## src/rtl/deserializador_pkg.sv

```systemverilog
// Shared constants, state type and frame-length helper for the deserializador receiver.
package deserializador_pkg;

  localparam logic DIR_MSB_PRIMERO = 1'b0;
  localparam logic DIR_LSB_PRIMERO = 1'b1;

  typedef enum logic {
    RECIBIENDO = 1'b0,
    LLENO      = 1'b1
  } estado_t;

  function automatic int unsigned ancho_trama(input int unsigned ancho, input bit paridad);
    return paridad ? ancho + 1 : ancho;
  endfunction

endpackage

```

## src/rtl/desp_entrada.sv

```systemverilog
// Serial shift accumulator and bit counter; strobes fin_trama on the edge that samples the last frame bit.
module desp_entrada
  import deserializador_pkg::*;
#(
  parameter int unsigned ANCHO = 4,
  parameter int unsigned TRAMA = 4
) (
  input  logic             CLK,
  input  logic             RESET,
  input  logic             ENB,
  input  logic             S_IN,
  input  logic             DIR,
  input  logic             SYNC,
  output logic [ANCHO-1:0] palabra,
  output logic             fin_trama
);

  localparam int unsigned CW = $clog2(TRAMA + 1);

  logic [ANCHO-1:0] parcial;
  logic [ANCHO-1:0] base;
  logic [ANCHO-1:0] desplazado;
  logic [CW-1:0]    cnt;
  logic             es_dato;

  // SYNC makes the current bit the first of a fresh frame, so shift from an empty word.
  always_comb begin
    base       = SYNC ? '0 : parcial;
    desplazado = (DIR == DIR_LSB_PRIMERO) ? {S_IN, base[ANCHO-1:1]}
                                          : {base[ANCHO-2:0], S_IN};
    es_dato    = SYNC || (cnt < CW'(ANCHO));
    palabra    = es_dato ? desplazado : parcial;
    fin_trama  = ENB && !SYNC && (cnt == CW'(TRAMA - 1));
  end

  always_ff @(posedge CLK or posedge RESET) begin
    if (RESET) begin
      parcial <= '0;
      cnt     <= '0;
    end else if (ENB) begin
      if (fin_trama) begin
        parcial <= '0;
        cnt     <= '0;
      end else begin
        parcial <= palabra;
        cnt     <= SYNC ? CW'(1) : cnt + CW'(1);
      end
    end else if (SYNC) begin
      parcial <= '0;
      cnt     <= '0;
    end
  end

endmodule

```

## src/rtl/deserializador.sv

```systemverilog
// Serial-to-parallel receiver with one-entry valid/ready output buffer and sticky overrun flag.
// Optional even-parity check when DESERIALIZADOR_PARIDAD_EN is defined.
module deserializador
  import deserializador_pkg::*;
#(
  parameter int unsigned ANCHO = 4
) (
  input  logic             CLK,
  input  logic             RESET,
  input  logic             ENB,
  input  logic             S_IN,
  input  logic             DIR,
  input  logic             SYNC,
  input  logic             LISTO,
  input  logic             CLR_OVF,
  output logic [ANCHO-1:0] Q,
  output logic             VALID,
  output logic             OVF,
  output logic             ERR_PAR
);

`ifdef DESERIALIZADOR_PARIDAD_EN
  localparam bit PARIDAD = 1'b1;
`else
  localparam bit PARIDAD = 1'b0;
`endif
  localparam int unsigned TRAMA = ancho_trama(ANCHO, PARIDAD);

  logic [ANCHO-1:0] palabra;
  logic             fin_trama;
  logic             trama_ok;
  logic             acepta;
  logic             cargar;
  logic             rebalse;
  estado_t          estado;
  estado_t          estado_sig;

  desp_entrada #(
    .ANCHO(ANCHO),
    .TRAMA(TRAMA)
  ) u_desp (
    .CLK      (CLK),
    .RESET    (RESET),
    .ENB      (ENB),
    .S_IN     (S_IN),
    .DIR      (DIR),
    .SYNC     (SYNC),
    .palabra  (palabra),
    .fin_trama(fin_trama)
  );

`ifdef DESERIALIZADOR_PARIDAD_EN
  // On the completion edge S_IN carries the parity bit; palabra already holds all data bits.
  assign trama_ok = ((^palabra) == S_IN);

  always_ff @(posedge CLK or posedge RESET) begin
    if (RESET) ERR_PAR <= 1'b0;
    else       ERR_PAR <= fin_trama && !trama_ok;
  end
`else
  assign trama_ok = 1'b1;
  assign ERR_PAR  = 1'b0;
`endif

  assign acepta = fin_trama && trama_ok;

  always_ff @(posedge CLK or posedge RESET) begin
    if (RESET) estado <= RECIBIENDO;
    else       estado <= estado_sig;
  end

  always_comb begin
    estado_sig = estado;
    cargar     = 1'b0;
    rebalse    = 1'b0;
    case (estado)
      RECIBIENDO: begin
        if (acepta) begin
          cargar     = 1'b1;
          estado_sig = LLENO;
        end
      end
      LLENO: begin
        if (acepta && LISTO) cargar = 1'b1;
        else if (acepta)     rebalse = 1'b1;
        else if (LISTO)      estado_sig = RECIBIENDO;
      end
      default: estado_sig = RECIBIENDO;
    endcase
  end

  assign VALID = (estado == LLENO);

  always_ff @(posedge CLK or posedge RESET) begin
    if (RESET) begin
      Q   <= '0;
      OVF <= 1'b0;
    end else begin
      if (cargar)       Q   <= palabra;
      if (rebalse)      OVF <= 1'b1;
      else if (CLR_OVF) OVF <= 1'b0;
    end
  end

endmodule

```

## config.mk

```make
export PLATFORM = sky130hd
export DESIGN_NAME = deserializador
export DESIGN_NICKNAME = d
export VERILOG_FILES = /design/src/rtl/deserializador_pkg.sv /design/src/rtl/desp_entrada.sv /design/src/rtl/deserializador.sv
export SDC_FILE = /design/constraint.sdc
export NUM_CORES = 1
export LEC_CHECK = 0
export CORE_ASPECT_RATIO = 0.75
export CORE_MARGIN = 2
export CORE_UTILIZATION = 25
export CTS_CLUSTER_DIAMETER = 30
export DETAILED_ROUTE_END_ITERATION = 16
export PLACE_DENSITY_LB_ADDON = 0.05
export SLEW_MARGIN = 10
export SYNTH_ARGS = -nofsm -noshare
export SYNTH_HDL_FRONTEND = slang
export SYNTH_SLANG_ARGS = --single-unit
```

## constraint.sdc

```tcl
create_clock -name CLK -period 1.5 [get_ports CLK]
set_input_delay 0.375 -clock CLK [delete_from_list [all_inputs] [get_ports CLK]]
set_output_delay 0.375 -clock CLK [all_outputs]
set_load 0.01 [all_outputs]
```

* Word-level counts from Yosys, hierarchy flattened *
Index checks and enable logic that the tools add are counted.
Widths: inputs -> output; s select.

storage, ports and cells
  register bits after elaboration = 13
  output and inout bits = 7

cells by class
  add/sub/neg operators = 1
  magnitude comparators = 1
  eq/ne operators = 1
  muxes and demuxes = 20
  bitwise operators = 1
  reduce and logical (&&, ||, !) cells = 7

operator list
  cell                 number
  $mux 4               5
  $mux 3               4
  $mux 1               9
  $pmux 1 s2           2
  $reduce_bool 2->1    2
  $add 3x1->3 const B  1
  $eq 3x2->1 const B   1
  $logic_and 1x1->1    3
  $lt 3x3->1 const B   1
  $logic_not 1->1      1
  $logic_or 1x1->1     1
  $not 1->1            1

* Longest topological paths before layout *
  depth in word-level cells = 7
  mapped depth = 5
  gate-level depth less buffers = 5

* By module *
A second synthesis with hierarchy kept.

second synthesis, totals
  cell total of the unflattened synthesis = 79
  area, all modules = 774.5 µm²

modules (own cells, without submodules)
  module          times used  cells an instance  area an instance (µm²)
  desp_entrada    1           60                 506.7
  deserializador  1           19                 267.8

* Worst setup path before layout *
Ideal clock, no wire load.

  path type = register to register
  start = reg u_desp.cnt[0]
  end = reg Q[1]
  library setup time = 0.125 ns
  arrival = 1.410 ns
  slack = -0.035 ns
  stages on the path, launching flop included = 6
  buffers on the path = 0
  period minus slack after synthesis = 1.535 ns
  path through = dfrtp_1 -> ha_1 -> ha_1 -> and3b_1 -> and2_4 -> mux2_4

on the way
  cells in the longest elaborated chain, start to end = 5
  elaborated cells between the ends (all ways) = 9

RTL lines
  element                 line                  RTL
  start, declared         desp_entrada.sv:23    logic [CW-1:0] cnt;
  start signal, assigned  desp_entrada.sv:46    cnt <= SYNC ? CW'(1) : cnt + CW'(1);
  $eq 3x2->1              desp_entrada.sv:33    fin_trama = ENB && !SYNC && (cnt == CW'(TRAMA - 1));
  $logic_and 1x1->1       desp_entrada.sv:33
  $logic_and 1x1->1       deserializador.sv:84  if (acepta && LISTO) cargar = 1'b1;
  $mux 1                  deserializador.sv:84
  $pmux 1 s2              deserializador.sv:76  case (estado)
  end signal, assigned    deserializador.sv:99  if (cargar) Q <= palabra;
  end, declared           deserializador.sv:16  output logic [ANCHO-1:0] Q,

Parallel ways exist; a longest one is shown, timed or not.
A chain may end at the register's enable or synchronous reset.

* Worst setup path in the final report *
  start = reg u_desp.cnt[1]
  end = reg Q[3]

Same word-level chain as after synthesis.

==> impl_metrics.prom <==
# TYPE chip_impl_metric gauge
chip_impl_metric{name="ant_nets",unit=""} 0
chip_impl_metric{name="setup_slack",unit="ns"} -0.000595
chip_impl_metric{name="wl_per_cell",unit="µm"} 12.2
chip_impl_metric{name="route.final.wire_length",unit="µm"} 1610
chip_impl_info{name="rr_endpoint",value="Q[3]"} 1
chip_impl_metric{name="yosys.cell_types.count",unit=""} 28
chip_impl_metric{name="hold_buffers",unit=""} 0
chip_impl_metric{name="design.die.area",unit="µm²"} 3390
chip_impl_metric{name="drt_pass1_iterations",unit=""} 4
chip_impl_metric{name="power.density_cell_area",unit="nW/µm²"} 845
chip_impl_metric{name="yosysWarnings",unit=""} 0
chip_impl_info{name="worstSetupStartpointType",value="flop"} 1
chip_impl_metric{name="p_seq_share",unit="%"} 44.1
chip_impl_metric{name="numClockSinks",unit=""} 13
chip_impl_metric{name="worstPathRequired",unit="ns"} 1.63
chip_impl_info{name="synth_largest_area_cell",value="sky130_fd_sc_hd__dfrtp_1"} 1
chip_impl_metric{name="final_critical_path_required_period",unit="ns"} 1.50
chip_impl_metric{name="clock_slew_at_the_register_clock_pins_of_the_worst_setup_and_hold_paths",unit="ns"} 0.05
chip_impl_metric{name="largest_vdd_supply_drop",unit="µV"} 383
chip_impl_metric{name="initialDrtViolationCount",unit=""} 14
chip_impl_info{name="outcome",value="finished with violations"} 1
chip_impl_metric{name="setup_violations",unit=""} 1
chip_impl_metric{name="detailedPlacementHpwl",unit="µm"} 1290
chip_impl_info{name="grt_setup_unrepaired",value="yes"} 1
chip_impl_metric{name="net-switching-power",unit="mW"} 0.221
chip_impl_metric{name="final.period_utilization",unit="%"} 100
chip_impl_metric{name="grt_antenna_before_repair",unit=""} 0
chip_impl_info{name="cts_tree",value="yes"} 1
chip_impl_metric{name="mapped_area",unit="µm²"} 734
chip_impl_metric{name="ant_cells",unit=""} 0
chip_impl_metric{name="lkg_pwr",unit="nW"} 0.559
chip_impl_metric{name="global_route_wire_length_before_repair",unit="µm"} 2760
chip_impl_info{name="cts_root_buf",value="sky130_fd_sc_hd__clkbuf_8"} 1
chip_impl_metric{name="grtUsageTotal",unit="%"} 11.1
chip_impl_metric{name="timing.final.hold_violations",unit=""} 0
chip_impl_metric{name="timing.critical_path.arrival",unit="ns"} 1.63
chip_impl_metric{name="final.fill_count",unit=""} 279
chip_impl_info{name="hold_class",value="in -> async"} 1
chip_impl_metric{name="power_report.internal_total",unit="mW"} 0.676
chip_impl_metric{name="synth-seq-cells",unit=""} 13
chip_impl_metric{name="comb_power_share",unit="%"} 21.2
chip_impl_metric{name="asyncSetResetFlopFracSynth",unit="%"} 100
chip_impl_metric{name="die_w",unit="µm"} 66.6
chip_impl_metric{name="drive_above_1_share",unit="%"} 31.3
chip_impl_metric{name="grt_max_degree",unit=""} 14
chip_impl_metric{name="global_route.overflow_total",unit=""} 0
chip_impl_metric{name="die_y",unit="µm"} 50.9
chip_impl_metric{name="ff2ff_path_depth",unit=""} 5
chip_impl_metric{name="nNetsFinal",unit=""} 107
chip_impl_metric{name="finalMaxSlewViolations",unit=""} 0
chip_impl_metric{name="synthesis.area_per_instance",unit="µm²"} 10.6
chip_impl_metric{name="netlist_instances",unit=""} 69
chip_impl_metric{name="timing.max_cap.violations",unit=""} 0
chip_impl_metric{name="final_design_area_no_fill",unit="µm²"} 1060
chip_impl_metric{name="num_io_pins",unit=""} 15
chip_impl_metric{name="detail_route.drc_violations",unit=""} 0
chip_impl_info{name="post_synth_main_area_contributors",value="sky130_fd_sc_hd__dfrtp_1, sky130_fd_sc_hd__mux2_4, sky130_fd_sc_hd__mux2i_1"} 1
chip_impl_metric{name="reg2reg_slack",unit="ns"} -0.0006
chip_impl_metric{name="post_drt_via_cell_ratio",unit=""} 4.52
chip_impl_info{name="violated_checks",value="setup timing"} 1
chip_impl_metric{name="route.vias.total",unit=""} 596
chip_impl_info{name="crit-reg2reg-launch",value="u_desp.cnt[1]"} 1
chip_impl_metric{name="fmax",unit="GHz"} 0.666
chip_impl_metric{name="routabilityCongestion",unit=""} 0.730
chip_impl_metric{name="synth_top_area_share",unit="%"} 44.3
chip_impl_metric{name="maximum_level_of_the_cts_h_tree",unit=""} 1
chip_impl_metric{name="placement.cell_area",unit="µm²"} 992
chip_impl_metric{name="share_clk_of_total_power",unit="%"} 34.7
chip_impl_metric{name="fp.coreArea",unit="µm²"} 2700
chip_impl_metric{name="clock-skew-final",unit="ns"} 0.00109
chip_impl_metric{name="total_power",unit="mW"} 0.898
chip_impl_metric{name="site_rows",unit=""} 16
chip_impl_metric{name="syn_nets",unit=""} 79
chip_impl_info{name="synth_top_cells_by_count",value="sky130_fd_sc_hd__dfrtp_1, sky130_fd_sc_hd__nand2_1, sky130_fd_sc_hd__nor2_1, sky130_fd_sc_hd__mux2i_1"} 1
chip_impl_metric{name="power_switching_share",unit="%"} 24.6
chip_impl_metric{name="worst-path-max-fanout",unit=""} 3
chip_impl_metric{name="number_of_flops_mapped_to_enable_cells_by_yosys",unit=""} 0
chip_impl_metric{name="grt_pass1_vias",unit=""} 579
chip_impl_metric{name="numPortBuffers",unit=""} 13
chip_impl_metric{name="clkLatencyLatePin",unit="ns"} 0.24
chip_impl_metric{name="clk_path_buf_depth",unit=""} 2
chip_impl_metric{name="initial_core_util",unit="%"} 27.2
chip_impl_info{name="synthFlopType",value="sky130_fd_sc_hd__dfrtp_1"} 1
chip_impl_metric{name="syn2layout_area_growth",unit="%"} 44.6
chip_impl_info{name="yosys.cell_count.top_type",value="sky130_fd_sc_hd__dfrtp_1"} 1
chip_impl_metric{name="sequential_element_share_of_the_synthesized_area",unit="%"} 44.3
chip_impl_metric{name="cts_inserted_buffers",unit=""} 3
chip_impl_info{name="timing_worst_setup_path_type",value="reg -> reg"} 1
chip_impl_info{name="setup.worst_path.end_class",value="flop"} 1
## state kept, by name, indices dropped and copies added, names as in the netlist
name,flops
OVF,1
Q,4
u_desp.parcial,4
VALID,1
u_desp.cnt,3
## final cells by class
cell class | count | area (µm²) | area share [%]
well taps | 36 | 45.0 | 4.24
multi-input cells | 48 | 388 | 36.5
repair buffers | 27 | 244 | 23.0
inverters | 4 | 15.0 | 1.41
clock buffers | 4 | 45.0 | 4.24
flip-flops and latches | 13 | 325 | 30.6
## logic make-up (layout without fill, tap and decap cells)
family | Yosys count | in the layout | share of synthesized area [%]
adders and majority gates | 2 | 2 | 3.41
DFF | 13 | 13 | 44.3
other | 1 | 1 | 0.511
and+or+nand+nor | 24 | 24 | 16.9
buffers and inverters | 8 | 35 | 5.79
muxes | 7 | 7 | 11.6
AOI/OAI and AO/OA | 14 | 14 | 17.5
## critical path: stages, from the launching register on
cell and delay (ns):
sky130_fd_sc_hd__dfrtp_1 0.39, sky130_fd_sc_hd__ha_2 0.20, sky130_fd_sc_hd__ha_4 0.15, sky130_fd_sc_hd__and3b_2 0.20, sky130_fd_sc_hd__and2_4 0.16, sky130_fd_sc_hd__mux2_4 0.29
## power groups by stage
stage                     clock network, mW  logic [mW]  registers [mW]
after floorplan                           0      0.0997           0.408
after global placement                    0       0.196           0.403
after detailed placement                  0       0.195           0.403
after CTS                             0.325       0.194           0.397
after global routing                  0.345       0.210           0.400
final                                 0.311       0.190           0.396
## worst max path at each step
stage	from	to	slack, ns	depth (start not counted)
floorplan	u_desp.cnt[0]	Q[1]	0.0008	5
global placement	SYNC	u_desp.parcial[3]	-0.28	5
detailed placement	SYNC	u_desp.parcial[3]	-0.29	5
CTS	u_desp.cnt[0]	Q[3]	-0.01	5
global route	u_desp.cnt[1]	Q[1]	-0.04	5
finish	u_desp.cnt[1]	Q[3]	-0.0006	5
## metal layers
layer	global-route usage (%)	routed length, µm	vias up
li1	-	-	299
met1	14.8	813	285
met2	16.5	713	10
met3	3.96	76	2
met4	4.08	11	0
met5	0	0	-
## per-stage QoR
step	setup TNS [ns]	hold slack (ns)	worst slack, ns	utilization [%]	std cells
after floorplan	0	0.252	0.000849	-	69
after detailed placement	-1.94	0.497	-0.288	36.7	127
after global placement	-2.00	0.500	-0.284	36.7	127
final	-0.000595	0.424	-0.000595	39.3	132
after CTS	-0.0213	0.431	-0.00998	38.6	131
after global routing	-0.104	0.460	-0.0388	39.3	132
## repair_timing
| item | in CTS | in global routing |
|---|---|---|
| endpoints found under the setup margin | 7 | 11 |
| gates resized for setup | 6 | 5 |
| buffers inserted | 0 | 1 |
| pin swaps | 0 | 1 |
## cell usage in the layout (no fill, tap or decap), drive strengths merged, types with 4 or more instances in the layout
cell / instances
buf: 14
dfrtp: 13
nand2: 8
nor2: 5
clkdlybuf4s50: 5
dlymetal6s2s: 5
mux2i: 4
inv: 4
clkbuf: 4
(Power assumes the default switching activity.)
